$ cat src/rtl/note_selector.sv
`default_nettype none
// ============================================================================
// Module      : note_selector
// Description : Conditions four raw push-buttons (synchronise + debounce +
//               rising-edge detect) and drives the registered note code
//               {a,b,c,d} for the seven-segment note decoder. Supports manual
//               stepping and a single automatic pass through the scale.
// Revision    : 1.0 - initial release
// ============================================================================
module note_selector #(
  parameter int DEBOUNCE_CYCLES = 4,
  parameter int STEP_CYCLES     = 8
) (
  input  logic clk,
  input  logic reset,
  input  logic btn_up,
  input  logic btn_down,
  input  logic btn_sharp,
  input  logic btn_play,
  output logic a,
  output logic b,
  output logic c,
  output logic d,
  output logic ready,
  output logic playing
);

  localparam int C_DB_W = $clog2(DEBOUNCE_CYCLES) + 1;
  localparam int C_ST_W = $clog2(STEP_CYCLES) + 1;
  localparam logic [C_DB_W-1:0] C_DB_LAST = C_DB_W'(DEBOUNCE_CYCLES - 1);
  localparam logic [C_ST_W-1:0] C_ST_LAST = C_ST_W'(STEP_CYCLES - 1);

  // Button order inside the vectors: 0=up, 1=down, 2=sharp, 3=play
  logic [3:0] w_raw;
  logic [3:0] w_press;

  assign w_raw = {btn_play, btn_sharp, btn_down, btn_up};

  for (genvar i = 0; i < 4; i++) begin : g_btn
    logic              r_meta;
    logic              r_sync;
    logic [C_DB_W-1:0] r_cnt;
    logic              r_level;
    logic              r_level_d;

    // Synchronise the raw level, then flip the accepted level only after it
    // has disagreed for DEBOUNCE_CYCLES consecutive cycles.
    always_ff @(posedge clk or negedge reset) begin
      if (!reset) begin
        r_meta    <= 1'b0;
        r_sync    <= 1'b0;
        r_cnt     <= '0;
        r_level   <= 1'b0;
        r_level_d <= 1'b0;
      end else begin
        r_meta    <= w_raw[i];
        r_sync    <= r_meta;
        r_level_d <= r_level;
        if (r_sync != r_level) begin
          if (r_cnt == C_DB_LAST) begin
            r_level <= ~r_level;
            r_cnt   <= '0;
          end else begin
            r_cnt <= r_cnt + 1'b1;
          end
        end else begin
          r_cnt <= '0;
        end
      end
    end

    // Press = accepted level rose; releases never pulse.
    assign w_press[i] = r_level & ~r_level_d;
  end

  typedef enum logic [1:0] {
    S_IDLE   = 2'd0,
    S_MANUAL = 2'd1,
    S_PLAY   = 2'd2
  } state_t;

  state_t            r_state;
  state_t            w_state_nx;
  logic [2:0]        r_note;
  logic [2:0]        w_note_nx;
  logic              r_sharp;
  logic              w_sharp_nx;
  logic [C_ST_W-1:0] r_step;
  logic [C_ST_W-1:0] w_step_nx;
  logic              r_ready;
  logic              w_change;

  logic w_up;
  logic w_down;
  logic w_sh;
  logic w_play;

  assign w_up   = w_press[0];
  assign w_down = w_press[1];
  assign w_sh   = w_press[2];
  assign w_play = w_press[3];

  // Next-state / next-note decision; play has priority in every state.
  always_comb begin
    w_state_nx = r_state;
    w_note_nx  = r_note;
    w_sharp_nx = r_sharp;
    w_step_nx  = r_step;
    case (r_state)
      S_IDLE: begin
        if (w_play) begin
          w_state_nx = S_PLAY;
          w_note_nx  = 3'd1;
          w_sharp_nx = 1'b0;
          w_step_nx  = '0;
        end else if (w_up) begin
          w_state_nx = S_MANUAL;
          w_note_nx  = 3'd1;
        end else if (w_down) begin
          w_state_nx = S_MANUAL;
          w_note_nx  = 3'd7;
        end
      end
      S_MANUAL: begin
        if (w_play) begin
          w_state_nx = S_PLAY;
          w_sharp_nx = 1'b0;
          w_step_nx  = '0;
        end else begin
          // Opposing up/down presses cancel each other out.
          if (w_up && !w_down) begin
            w_note_nx = (r_note == 3'd7) ? 3'd1 : r_note + 3'd1;
          end else if (w_down && !w_up) begin
            w_note_nx = (r_note == 3'd1) ? 3'd7 : r_note - 3'd1;
          end
          if (w_sh) begin
            w_sharp_nx = ~r_sharp;
          end
        end
      end
      S_PLAY: begin
        if (w_play) begin
          // Pause: hold the current note and restart the step timer.
          w_state_nx = S_MANUAL;
          w_step_nx  = '0;
        end else if (r_step == C_ST_LAST) begin
          w_step_nx = '0;
          if (r_note == 3'd7) begin
            // Single pass: leaving Si ends playback with a blank display.
            w_state_nx = S_IDLE;
            w_note_nx  = 3'd0;
            w_sharp_nx = 1'b0;
          end else begin
            w_note_nx = r_note + 3'd1;
          end
        end else begin
          w_step_nx = r_step + 1'b1;
        end
      end
      default: begin
        w_state_nx = S_IDLE;
        w_note_nx  = 3'd0;
        w_sharp_nx = 1'b0;
        w_step_nx  = '0;
      end
    endcase
  end

  assign w_change = ({w_note_nx, w_sharp_nx} != {r_note, r_sharp});

  // State, note code and ready pulse registers.
  always_ff @(posedge clk or negedge reset) begin
    if (!reset) begin
      r_state <= S_IDLE;
      r_note  <= 3'd0;
      r_sharp <= 1'b0;
      r_step  <= '0;
      r_ready <= 1'b0;
    end else begin
      r_state <= w_state_nx;
      r_note  <= w_note_nx;
      r_sharp <= w_sharp_nx;
      r_step  <= w_step_nx;
      r_ready <= w_change;
    end
  end

  assign {a, b, c} = r_note;
  assign d         = r_sharp;
  assign ready     = r_ready;
  assign playing   = (r_state == S_PLAY);

endmodule
`default_nettype wire
$ cat config.mk
export PLATFORM = sky130hd
export DESIGN_NAME = note_selector
export DESIGN_NICKNAME = d
export VERILOG_FILES = /design/src/rtl/note_selector.sv
export SDC_FILE = /design/constraint.sdc
export NUM_CORES = 1
export LEC_CHECK = 0
export CELL_PAD_IN_SITES_DETAIL_PLACEMENT = 0
export CELL_PAD_IN_SITES_GLOBAL_PLACEMENT = 1
export CORE_MARGIN = 2
export CORE_UTILIZATION = 46
export CTS_CLUSTER_SIZE = 24
export DETAILED_ROUTE_END_ITERATION = 6
export GPL_TIMING_DRIVEN = 0
export PLACE_DENSITY = 0.77
export SYNTH_ARGS = -nofsm -noshare
export SYNTH_HDL_FRONTEND = slang
export SYNTH_SLANG_ARGS = --single-unit
$ cat constraint.sdc
create_clock -name clk -period 2.3 [get_ports clk]
set_input_delay 0.46 -clock clk [delete_from_list [all_inputs] [get_ports clk]]
set_output_delay 0.46 -clock clk [all_outputs]
set_load 0.005 [all_outputs]
Yosys cells after proc, flatten, opt, wreduce, memory -nomap -nowiden. Index checks and enable logic that the tools add are counted.

Divide/modulo/power cells: 0. Equality and inequality tests: 19. Shifts and indexed selects: 0. Add/subtract/negate cells: 7. Mux-type cells: 39. Reductions and logical operators: 11. Bitwise gates (word level): 13. $lt $le $gt $ge: 0. $mul: 0.

Operators with widths (count): $mux W3 (19); $add A3 B1 Y3 const B (5); $mux W2 (7); $eq A3 B2 Y1 const B (4); $mux W4 (3); $not A1 Y1 (9); $pmux W3 S3 (1); $pmux W4 S2 (1); $reduce_and A2 Y1 (4); $mux W1 (6); $ne A3 B1 Y1 const B (2); $pmux W2 S3 (1); $add A4 B1 Y4 const B (1); $and A1 B1 Y1 (4); $eq A4 B3 Y1 const B (1); $ne A1 B1 Y1 (4); $ne A4 B4 Y1 (1); $ne A4 B4 Y1 const B (1); $reduce_and A4 Y1 (1); $eq A3 B1 Y1 const B (1); $eq A3 B3 Y1 const B (1); $pmux W1 S3 (1); $sub A3 B1 Y3 const B (1); $eq A2 B1 Y1 const B (1); other kinds (7) (9).

Input port bits: 6. Logic and storage cells: 114. Output and inout port bits: 6. RAM bits: 0. Memory bits (read-only): 0. Memories: 0. Bits in latches: 0. Register bits after elaboration: 39.

Depth between registers and ports, before layout. Gate-level depths: netlist of the first run.

Depth after elaboration: 9. Depth in mapped cells: 8. Mapped depth without buffers: 8.

Worst setup path after synthesis of the first run. OpenSTA, ideal clock, no wires.

Path kind: reg2reg. Start point: register r_note[1]. End point: register r_ready (netlist: ready). Path slack: 0.467 ns. Arrival: 1.698 ns. Cell stages (with the launch flop): 9. Path buffers: 0. Data required time: 2.165 ns. Clock period less this slack: 1.833 ns. Setup time: 0.135 ns. Path through: dfrtp_1 > ha_1 > ha_1 > inv_1 > a41o_1 > a31oi_1 > nor4_1 > nor4_1 > nand3_1.

Longest elaborated chain between the ends: 7. Elaborated cells on any way between the ends: 21. Those cells by class: add/sub: 2; eq/ne: 3; mux: 16.

RTL lines: start: declaration (line 84) `logic [2:0] r_note;`; start signal: assignment (line 181) `r_note <= w_note_nx;`; $sub A3 B1 Y3 / $eq A3 B1 Y1 (equally long branches) (line 134) `w_note_nx = (r_note == 3'd1) ? 3'd7 : r_note - 3'd1;`; $mux W3 (line 134); $mux W3 (line 133) `end else if (w_down && !w_up) begin`; $mux W3 (line 131) `if (w_up && !w_down) begin`; $mux W3 (line 125) `if (w_play) begin`; $pmux W3 S3 (line 109) `case (r_state)`; $ne A4 B4 Y1 (*) (line 169) `assign w_change = ({w_note_nx, w_sharp_nx} != {r_note, r_sharp});`; net w_change (line 91) `logic w_change;`; end signal: assignment (line 184) `r_ready <= w_change;`; end: declaration (line 90) `logic r_ready;`.

Mark *: on every way through the listed nets, which the timed path passes. The rest lies on a longest branch. A chain may end at the register's enable or synchronous reset.

Final worst setup path of the first run.
Start point: register r_state[0]. End point: output port playing.

Longest elaborated chain between the ends: 1.

RTL lines: start: declaration (line 82) `state_t r_state;`; start signal: assignment (line 180) `r_state <= w_state_nx;`; $eq A2 B2 Y1 (line 191) `assign playing = (r_state == S_PLAY);`; end: declaration (line 25) `output logic playing`.

No other way between the ends.

==> impl_metrics.env, run 1 <==
export IMPL_run_status="finished clean"
export IMPL_peakVddDrop_mv=0.591
export IMPL_synth_edf_count=0
export IMPL_final_max_slew_viol_count=0
export IMPL_synthToLayoutAreaGrowth_pct=13.7
export IMPL_yosys_warnings=0
export IMPL_cp_top_family="buffers and inverters"
export IMPL_clk_transition_reported_paths_ns=0.08
export IMPL_p_comb_frac=0.454
export IMPL_grt_met3_usage=0.0444
export IMPL_drc_errors=0
export IMPL_synth_net_count=186
export IMPL_number_of_buffers_added_by_the_clock_tree_synthesis_step=5
export IMPL_tightestPinTransition_ns=0.845
export IMPL_gr_max_usage_layer="met2"
export IMPL_grt_antenna_before_repair=0
export IMPL_p_int_mw=1.70
export IMPL_final_period_util=0.904
export IMPL_max_stage_delay_ns=0.50
export IMPL_htreeDepth=2
export IMPL_synthCells=171
export IMPL_layout_common_cells="39 x sky130_fd_sc_hd__dfrtp_1, 13 x sky130_fd_sc_hd__nor2_1, 10 x sky130_fd_sc_hd__clkdlybuf4s50_1"
export IMPL_fp_rows=23
export IMPL_io_pin_count=12
export IMPL_synth_cell_types=40
export IMPL_antennaDiodeCount=0
export IMPL_num_vias=1344
export IMPL_report_power_total_mw=2.80
export IMPL_power_switching_mw=1.10
export IMPL_maxSlewHeadroom=0.436
export IMPL_pin_count_of_the_biggest_net_entering_global_routing=40
export IMPL_layout_drive_gt1_share=0.121
export IMPL_timing_setup_tns_ns=0
export IMPL_synth_area_um2=1870
export IMPL_worst_setup_path_end_kind="output port"
export IMPL_seq_power_share=0.385
export IMPL_sink_count=39
export IMPL_start_util=0.472
export IMPL_clock_latency_on_the_worst_skew_pair_ns=0.29
export IMPL_grt_pass1_wl_um=6000
export IMPL_avgRoutedWirePerCell_um=15.0
export IMPL_hold_violations=0
export IMPL_die_x_um=67.8
export IMPL_synth_area_per_cell_um2=11.0
export IMPL_grt_pass1_vias=1289
export IMPL_groute_layer_met1_usage=0.223
export IMPL_vias_per_cell=5.60
export IMPL_async_reset_ff_frac=1.00
export IMPL_yosys_register_bits=39
export IMPL_cellPowerDensity_nw_per_um2=1310
export IMPL_dr_first_iter_drc_count=144
export IMPL_timing_critical_path_arrival_ns=1.62
export IMPL_worstPathCellList="nand2b_1 > inv_1 > clkdlybuf4s50_1"
export IMPL_cts_root_buf="sky130_fd_sc_hd__clkbuf_8"
export IMPL_postCtsResizedCells=0
export IMPL_critPathKind="reg -> out"
export IMPL_total_global_routing_track_utilization=0.181
export IMPL_timing_hold_worst_class="in -> async"
export IMPL_drt_pre_antenna_iters=4
export IMPL_hold_ws_ns=0.265
export IMPL_most_common_cell_after_layout_fill_and_taps_aside="sky130_fd_sc_hd__dfrtp_1"
export IMPL_synth_main_ff_cell="sky130_fd_sc_hd__dfrtp_1"
export IMPL_design_final_nets=204
export IMPL_gp_routability_congestion=0.894
export IMPL_tritoncts="done"
export IMPL_design_core_area_um2=3970
export IMPL_critical_path_max_fanout=6
export IMPL_fmax_mhz=481
export IMPL_synth_seq_area_share=0.521
export IMPL_worstPathBufferInverterCount=2
export IMPL_clock_tree_buffer_depth=2
export IMPL_crit_required_ns=1.84
export IMPL_postRouteAntennaNets=0
export IMPL_critical_path_slowest_cell="sky130_fd_sc_hd__clkdlybuf4s50_1"
export IMPL_cts_hold_buf=0
export IMPL_die_area_um2=4600
export IMPL_period_minus_slack_ns=2.08
export IMPL_sw_frac_of_total=0.393
export IMPL_fin_worst_skew_ns=0.00407
export IMPL_cts_setup_buffers=0
export IMPL_detailedPlacementHpwl_um=2580
export IMPL_grt_setup_unrepaired="false"
export IMPL_critical_path_source_type="register"
export IMPL_globalRoute_totalOverflow=0
export IMPL_setup_violations=0
export IMPL_grt_met2_usage=0.314
export IMPL_dieHeight_um=67.8
export IMPL_num_fill_cells=372
export IMPL_max_cap_violations=0
export IMPL_clockPowerShare=0.161
export IMPL_place_port_buffers=11
export IMPL_routed_wirelength_um=3610
export IMPL_static_leakage_power_nw=0.942
[logic make-up after synthesis]
family,share of synthesized area
multiplexers,0.0301
buffers and inverters,0.0254
AO/OA/AOI/OAI,0.126
adder cells (fa/ha/maj),0.0601
AND/OR/NAND/NOR,0.218
XOR/XNOR,0.0187
flip-flops,0.521
[routing by layer]
metal | up-vias | share of wire | wire length [um]
met5 | - | 0 | 0
met3 | 6 | 0.026 | 95
met2 | 16 | 0.54 | 1940
met1 | 666 | 0.42 | 1510
met4 | 0 | 0.016 | 59
li1 | 656 | - | -
[cells in the mapped netlist, types with 4 or more instances]
library cell | count | area [um^2]
sky130_fd_sc_hd__mux2_2 | 5 | 56.3
sky130_fd_sc_hd__nor2_1 | 13 | 48.8
sky130_fd_sc_hd__ha_1 | 9 | 113
sky130_fd_sc_hd__a22oi_1 | 4 | 30.0
sky130_fd_sc_hd__o21ai_0 | 4 | 20.0
sky130_fd_sc_hd__inv_1 | 6 | 22.5
sky130_fd_sc_hd__nand2_1 | 5 | 18.8
sky130_fd_sc_hd__xnor2_1 | 4 | 35.0
sky130_fd_sc_hd__nor3b_1 | 8 | 60.1
sky130_fd_sc_hd__nand2b_1 | 6 | 37.5
sky130_fd_sc_hd__nor2b_1 | 6 | 37.5
sky130_fd_sc_hd__dfrtp_1 | 39 | 976
sky130_fd_sc_hd__nand3_1 | 6 | 30.0
sky130_fd_sc_hd__nor4_1 | 6 | 37.5
sky130_fd_sc_hd__nor3_1 | 9 | 45.0
sky130_fd_sc_hd__a21oi_1 | 9 | 45.0
[cell type report]
class	count	area, um^2	share of cell area
Sequential cell	39	976	0.458
Timing Repair Buffer	11	105	0.0494
Clock buffer	5	68.8	0.0323
Inverter	6	22.5	0.0106
Multi-Input combinational cell	122	850	0.399
Buffer	4	25.0	0.0118
Clock inverter	3	20.0	0.00940
Tap cell	50	62.6	0.0294
[path summary, 6_finish.rpt]
path,startpoint,end,slack (ns),cells after the start
max in group asynchronous,reset,g_btn[3].r_cnt[1],1.49,1
min,reset,r_step[3],0.26,1
max reg2reg,r_note[1],ready,0.25,8
max,r_state[0],playing,0.22,3
min in group clk,g_btn[0].r_meta,g_btn[0].r_sync,0.35,0
min reg2reg,g_btn[0].r_meta,g_btn[0].r_sync,0.35,0
[sequential cells by signal, summed over array words and instances, names as in the netlist]
signal / cells
d: 1
g_btn.r_cnt: 12
g_btn.r_level: 4
g_btn.r_level_d: 4
g_btn.r_meta: 4
g_btn.r_sync: 4
r_note: 3
r_state: 2
r_step: 4
ready: 1
[through the flow]
step                      instance area (um^2)  utilization  worst slack [ns]  std cells
final                                     2130        0.536             0.221        240
after CTS                                 2130        0.536             0.221        240
after global placement                    2050        0.515            -0.109        232
after floorplan                           1870            -             0.467        171
after global routing                      2130        0.536             0.117        240
after detailed placement                  2040        0.514             0.277        232
[power by group through the flow]
stage / sequential (mW) / combinational [mW] / clock, mW
2_1_floorplan: 1.05 / 0.936 / 0
3_3_place_gp: 1.08 / 1.23 / 0
3_5_place_dp: 1.09 / 1.26 / 0
4_1_cts: 1.08 / 1.28 / 0.471
5_1_grt: 1.11 / 1.44 / 0.502
6_report: 1.08 / 1.27 / 0.451
(Power assumes the default switching activity.)
==> run 2, diff against run 1 <==
Settings changed: PLACE_DENSITY 0.77 to not set, PLACE_DENSITY_LB_ADDON set to 0.25.
==> run 2 against run 1 <==
First-iteration DRC count is 15% lower. Final cell count is 0.42% lower. Design area is 0.82% higher. Routed wire length is 4.4% lower. Critical path type unchanged. Largest power group unchanged. Highest routed layer unchanged.
==> impl_metrics.env, run 2 (synthesized netlist as in run 1, its figures left out) <==
export IMPL_worst_r2r_setup_slack_ns=0.27
export IMPL_register_name_with_the_most_flops="g_btn.r_cnt"
export IMPL_layout_common_cells="39 x sky130_fd_sc_hd__dfrtp_1, 13 x sky130_fd_sc_hd__nor2_1, 10 x sky130_fd_sc_hd__clkdlybuf4s50_1"
export IMPL_hold_violations=0
export IMPL_critical_path_slowest_cell="sky130_fd_sc_hd__clkdlybuf4s50_1"
export IMPL_cts_hold_buf=0
export IMPL_period_minus_slack_ns=2.07
export IMPL_clk_transition_reported_paths_ns=0.07
export IMPL_design_core_area_um2=3970
export IMPL_p_int_mw=1.80
export IMPL_reg2reg_to="ready"
export IMPL_setup_violations=0
export IMPL_fin_worst_skew_ns=0.00217
export IMPL_setup_worst_path_end="playing"
export IMPL_run_status="finished clean"
export IMPL_drc_errors=0
export IMPL_seq_power_share=0.375
export IMPL_io_pin_count=12
export IMPL_report_power_total_mw=2.88
export IMPL_preCtsSetupSlack_ns=0.318
export IMPL_timing_critical_path_from="r_state[0]"
export IMPL_clock_tree_buffer_depth=2
export IMPL_timing_setup_tns_ns=0
export IMPL_dr_first_iter_drc_count=123
export IMPL_worst_setup_path_end_kind="output port"
export IMPL_tightestPinTransition_ns=0.833
export IMPL_dieHeight_um=67.8
export IMPL_grt_setup_unrepaired="false"
export IMPL_sw_frac_of_total=0.376
export IMPL_worstPathBufferInverterCount=2
export IMPL_layout_drive_gt1_share=0.116
export IMPL_design_final_nets=204
export IMPL_num_vias=1341
export IMPL_static_leakage_power_nw=0.952
export IMPL_start_util=0.472
export IMPL_globalRoute_totalOverflow=0
export IMPL_avgRoutedWirePerCell_um=14.4
export IMPL_clock_latency_on_the_worst_skew_pair_ns=0.28
export IMPL_die_x_um=67.8
export IMPL_vias_per_cell=5.61
export IMPL_synthToLayoutAreaGrowth_pct=14.6
export IMPL_worstSetupPathDepth=3
export IMPL_tritoncts="done"
export IMPL_final_period_util=0.899
export IMPL_final_core_util=0.541
export IMPL_grt_pass1_vias=1286
export IMPL_grt_pass1_wl_um=6110
export IMPL_sink_count=39
export IMPL_most_common_cell_after_layout_fill_and_taps_aside="sky130_fd_sc_hd__dfrtp_1"
export IMPL_max_stage_delay_ns=0.50
export IMPL_power_switching_mw=1.08
export IMPL_drt_pre_antenna_iters=4
export IMPL_fp_rows=23
export IMPL_htreeDepth=2
export IMPL_p_comb_frac=0.435
export IMPL_place_port_buffers=11
export IMPL_crit_required_ns=1.84
export IMPL_routed_wirelength_um=3450
export IMPL_maxSlewHeadroom=0.445
export IMPL_place_area_um2=2040
export IMPL_grt_antenna_before_repair=0
export IMPL_pin_count_of_the_biggest_net_entering_global_routing=40
export IMPL_final_max_slew_viol_count=0
export IMPL_cts_root_buf="sky130_fd_sc_hd__clkbuf_8"
export IMPL_detailedPlacementHpwl_um=2440
export IMPL_number_of_flip_flops_in_the_largest_register=12
export IMPL_cp_top_family="buffers and inverters"
export IMPL_layout_cell_area_non_filler_um2=2150
export IMPL_timing_reg2reg_worst_path_depth=8
export IMPL_timing_critical_path_arrival_ns=1.61
export IMPL_critPathKind="reg -> out"
export IMPL_antennaDiodeCount=0
export IMPL_timing_hold_worst_class="in -> async"
export IMPL_critical_path_source_type="register"
export IMPL_postRouteAntennaNets=0
export IMPL_postCtsResizedCells=0
export IMPL_clockPowerShare=0.190
export IMPL_max_cap_violations=0
export IMPL_gp_routability_congestion=0.885
export IMPL_number_of_buffers_added_by_the_clock_tree_synthesis_step=5
export IMPL_timing_rr_start="r_note[1]"
export IMPL_peakVddDrop_mv=0.489
export IMPL_cellPowerDensity_nw_per_um2=1340
export IMPL_final_critical_path_setup_slack_ns=0.231
export IMPL_critical_path_max_fanout=6
export IMPL_fmax_mhz=483
export IMPL_worstPathCellList="nand2b_1 > inv_1 > clkdlybuf4s50_1"
export IMPL_cts_setup_buffers=0
export IMPL_die_area_um2=4600
export IMPL_total_global_routing_track_utilization=0.181
[run 2: cell count changes in the layout (fill, tap and decap cells not counted), sizes merged]
cell / delta
bufinv: +1
clkinv: -1
clkinvlp: -1
[run 2: stage by stage]
stage | cells | hold WS [ns]
global placement | 232 | 0.333
floorplan | 171 | 0.164
detailed placement | 232 | 0.337
CTS | 239 | 0.305
finish | 239 | 0.272
global route | 239 | 0.348
[run 2: power by group through the flow]
stage	Sequential [mW]	Clock [mW]	Combinational (mW)
after detailed placement	1.10	0	1.24
final	1.08	0.548	1.25
after global placement	1.08	0	1.23
after CTS	1.08	0.563	1.25
after floorplan	1.05	0	0.936
after global routing	1.12	0.599	1.41
[run 2: cell type report]
class,instances,area [um^2]
Buffer,4,25.0
Clock inverter,2,37.5
Inverter,6,22.5
Sequential cell,39,976
Clock buffer,5,68.8
Fill cell,362,1820
Multi-Input combinational cell,122,850
Timing Repair Buffer,11,105
Tap cell,50,62.6
[run 2: how the worst min path moves through the flow]
| stage | startpoint | end | slack [ns] | cells after the start |
|---|---|---|---|---|
| 2_1_floorplan | reset | d | 0.16 | 0 |
| 3_3_place_gp | g_btn[3].r_meta | g_btn[3].r_sync | 0.33 | 0 |
| 3_5_place_dp | g_btn[3].r_meta | g_btn[3].r_sync | 0.34 | 0 |
| 4_1_cts | reset | r_step[2] | 0.31 | 1 |
| 5_1_grt | reset | r_step[3] | 0.35 | 1 |
| 6_report | reset | r_note[1] | 0.27 | 1 |
[run 2: per-layer routing]
layer  track usage  share of wire  vias to the layer above
li1              -              -                      654
met2         0.295           0.51                       36
met3        0.0411          0.045                        4
met5             0              0                        -
met1         0.232           0.43                      647
met4        0.0825          0.016                        0
==> run 3, diff against run 2 <==
Settings changed: RECOVER_POWER set to 25.
==> run 3 against run 2 <==
Power about the same. Global-route usage unchanged. Setup slack about the same. Die area unchanged. Routed wire length about the same. Highest routed layer unchanged.
==> impl_metrics.env, run 3 (synthesized netlist as in run 1, its figures left out) <==
export IMPL_io_pin_count=12
export IMPL_htreeDepth=2
export IMPL_die_area_um2=4600
export IMPL_max_cap_violations=0
export IMPL_layout_common_cells="39 x sky130_fd_sc_hd__dfrtp_1, 13 x sky130_fd_sc_hd__nor2_1, 9 x sky130_fd_sc_hd__a21oi_1, 9 x sky130_fd_sc_hd__nor3_1, 9 x sky130_fd_sc_hd__ha_1"
export IMPL_die_x_um=67.8
export IMPL_postCtsResizedCells=0
export IMPL_drt_pre_antenna_iters=4
export IMPL_critical_path_max_fanout=6
export IMPL_cts_setup_buffers=0
export IMPL_design_core_area_um2=3970
export IMPL_grt_setup_unrepaired="false"
export IMPL_fmax_mhz=483
export IMPL_hold_violations=0
export IMPL_timing_critical_path_arrival_ns=1.61
export IMPL_tritoncts="done"
export IMPL_peakVddDrop_mv=0.487
export IMPL_run_status="finished clean"
export IMPL_dieHeight_um=67.8
export IMPL_globalRoute_totalOverflow=0
export IMPL_cts_hold_buf=0
export IMPL_cts_root_buf="sky130_fd_sc_hd__clkbuf_8"
export IMPL_design_final_nets=204
export IMPL_start_util=0.472
export IMPL_grt_pass1_wl_um=6110
export IMPL_setup_violations=0
export IMPL_fp_rows=23
export IMPL_layout_cells_non_filler=239
export IMPL_grt_pass1_vias=1286
export IMPL_reg2reg_to="ready"
export IMPL_avgRoutedWirePerCell_um=14.4
export IMPL_clk_transition_reported_paths_ns=0.07
export IMPL_critPathKind="reg -> out"
export IMPL_final_period_util=0.899
export IMPL_synthToLayoutAreaGrowth_pct=14.6
export IMPL_grt_antenna_before_repair=0
export IMPL_clock_latency_on_the_worst_skew_pair_ns=0.28
export IMPL_timing_rr_start="r_note[1]"
export IMPL_pin_count_of_the_biggest_net_entering_global_routing=40
export IMPL_drc_errors=0
export IMPL_num_vias=1341
export IMPL_number_of_buffers_added_by_the_clock_tree_synthesis_step=5
export IMPL_most_common_cell_after_layout_fill_and_taps_aside="sky130_fd_sc_hd__dfrtp_1"
export IMPL_number_of_flip_flops_in_the_largest_register=12
export IMPL_place_port_buffers=11
export IMPL_static_leakage_power_nw=0.953
export IMPL_cellPowerDensity_nw_per_um2=1340
export IMPL_num_fill_cells=362
export IMPL_worst_r2r_setup_slack_ns=0.27
export IMPL_sink_count=39
export IMPL_layout_drive_gt1_share=0.116
export IMPL_fin_worst_skew_ns=0.00216
export IMPL_period_minus_slack_ns=2.07
export IMPL_antennaDiodeCount=0
export IMPL_detailedPlacementHpwl_um=2440
export IMPL_vias_per_cell=5.61
export IMPL_maxSlewHeadroom=0.378
export IMPL_gp_routability_congestion=0.885
export IMPL_dr_first_iter_drc_count=123
export IMPL_total_global_routing_track_utilization=0.181
export IMPL_worst_setup_path_end_kind="output port"
export IMPL_dpl_cell_count=232
export IMPL_register_name_with_the_most_flops="g_btn.r_cnt"
export IMPL_timing_setup_tns_ns=0
export IMPL_final_max_slew_viol_count=0
export IMPL_timing_hold_worst_class="in -> async"
export IMPL_timing_reg2reg_worst_path_depth=8
export IMPL_routed_wirelength_um=3450
export IMPL_crit_required_ns=1.84
export IMPL_clock_tree_buffer_depth=2
export IMPL_postRouteAntennaNets=0
export IMPL_tightestPinTransition_ns=0.932
export IMPL_critical_path_source_type="register"
run 3: changes by cell type in the layout (fill, tap and decap cells not counted):
cell	change
sky130_fd_sc_hd__clkdlybuf4s50_1	-4
sky130_fd_sc_hd__clkbuf_2	+1
sky130_fd_sc_hd__dlygate4sd3_1	+4
sky130_fd_sc_hd__buf_2	-1
run 3: area by class of cell:
cell class	count	area, um^2	share of cell area
well taps	50	62.6	0.0291
clock buffers	5	68.8	0.0321
inverters	6	22.5	0.0105
flip-flops and latches	39	976	0.455
multi-input cells	122	850	0.396
clock inverters	2	37.5	0.0175
plain buffers	4	25.0	0.0117
repair buffers	11	105	0.0490
run 3: per-stage QoR:
stage,total power [mW],setup slack (ns),hold slack [ns],util,area (um^2)
4_1_cts,2.90,0.228,0.305,0.541,2150
6_report,2.88,0.231,0.304,0.541,2150
5_1_grt,3.13,0.133,0.361,0.541,2150
3_3_place_gp,2.31,-0.0996,0.333,0.515,2050
2_1_floorplan,1.99,0.467,0.164,-,1870
3_5_place_dp,2.34,0.318,0.337,0.514,2040
run 3: critical path: stages, from the launching register on:
cell	delay (ns)
sky130_fd_sc_hd__dfrtp_1	0.43
sky130_fd_sc_hd__nand2b_1	0.27
sky130_fd_sc_hd__inv_1	0.12
sky130_fd_sc_hd__clkdlybuf4s50_1	0.50
run 3: worst max path at each step:
stage	startpoint	to	slack [ns]	depth (start not counted)
6_report	r_state[0]	playing	0.23	3
3_3_place_gp	reset	g_btn[0].r_cnt[1]	-0.1	1
5_1_grt	r_note[0]	ready	0.13	7
3_5_place_dp	r_note[1]	ready	0.32	8
4_1_cts	r_state[0]	playing	0.23	3
2_1_floorplan	r_note[1]	ready	0.47	8
run 3: routing by layer:
metal	vias up	part of all wire	GRT usage	routed length, um
met5	-	0	0	0
met4	0	0.016	0.0825	55
met3	4	0.045	0.0411	155
met2	36	0.51	0.295	1740
met1	647	0.43	0.232	1490
li1	654	-	-	-
run 3: power breakdown:
group / leakage, nW / switching, mW / internal, mW
sequential: 0.490 / 0.184 / 0.898
clock: 0.0502 / 0.231 / 0.317
combinational: 0.414 / 0.668 / 0.585
total: 0.953 / 1.08 / 1.80
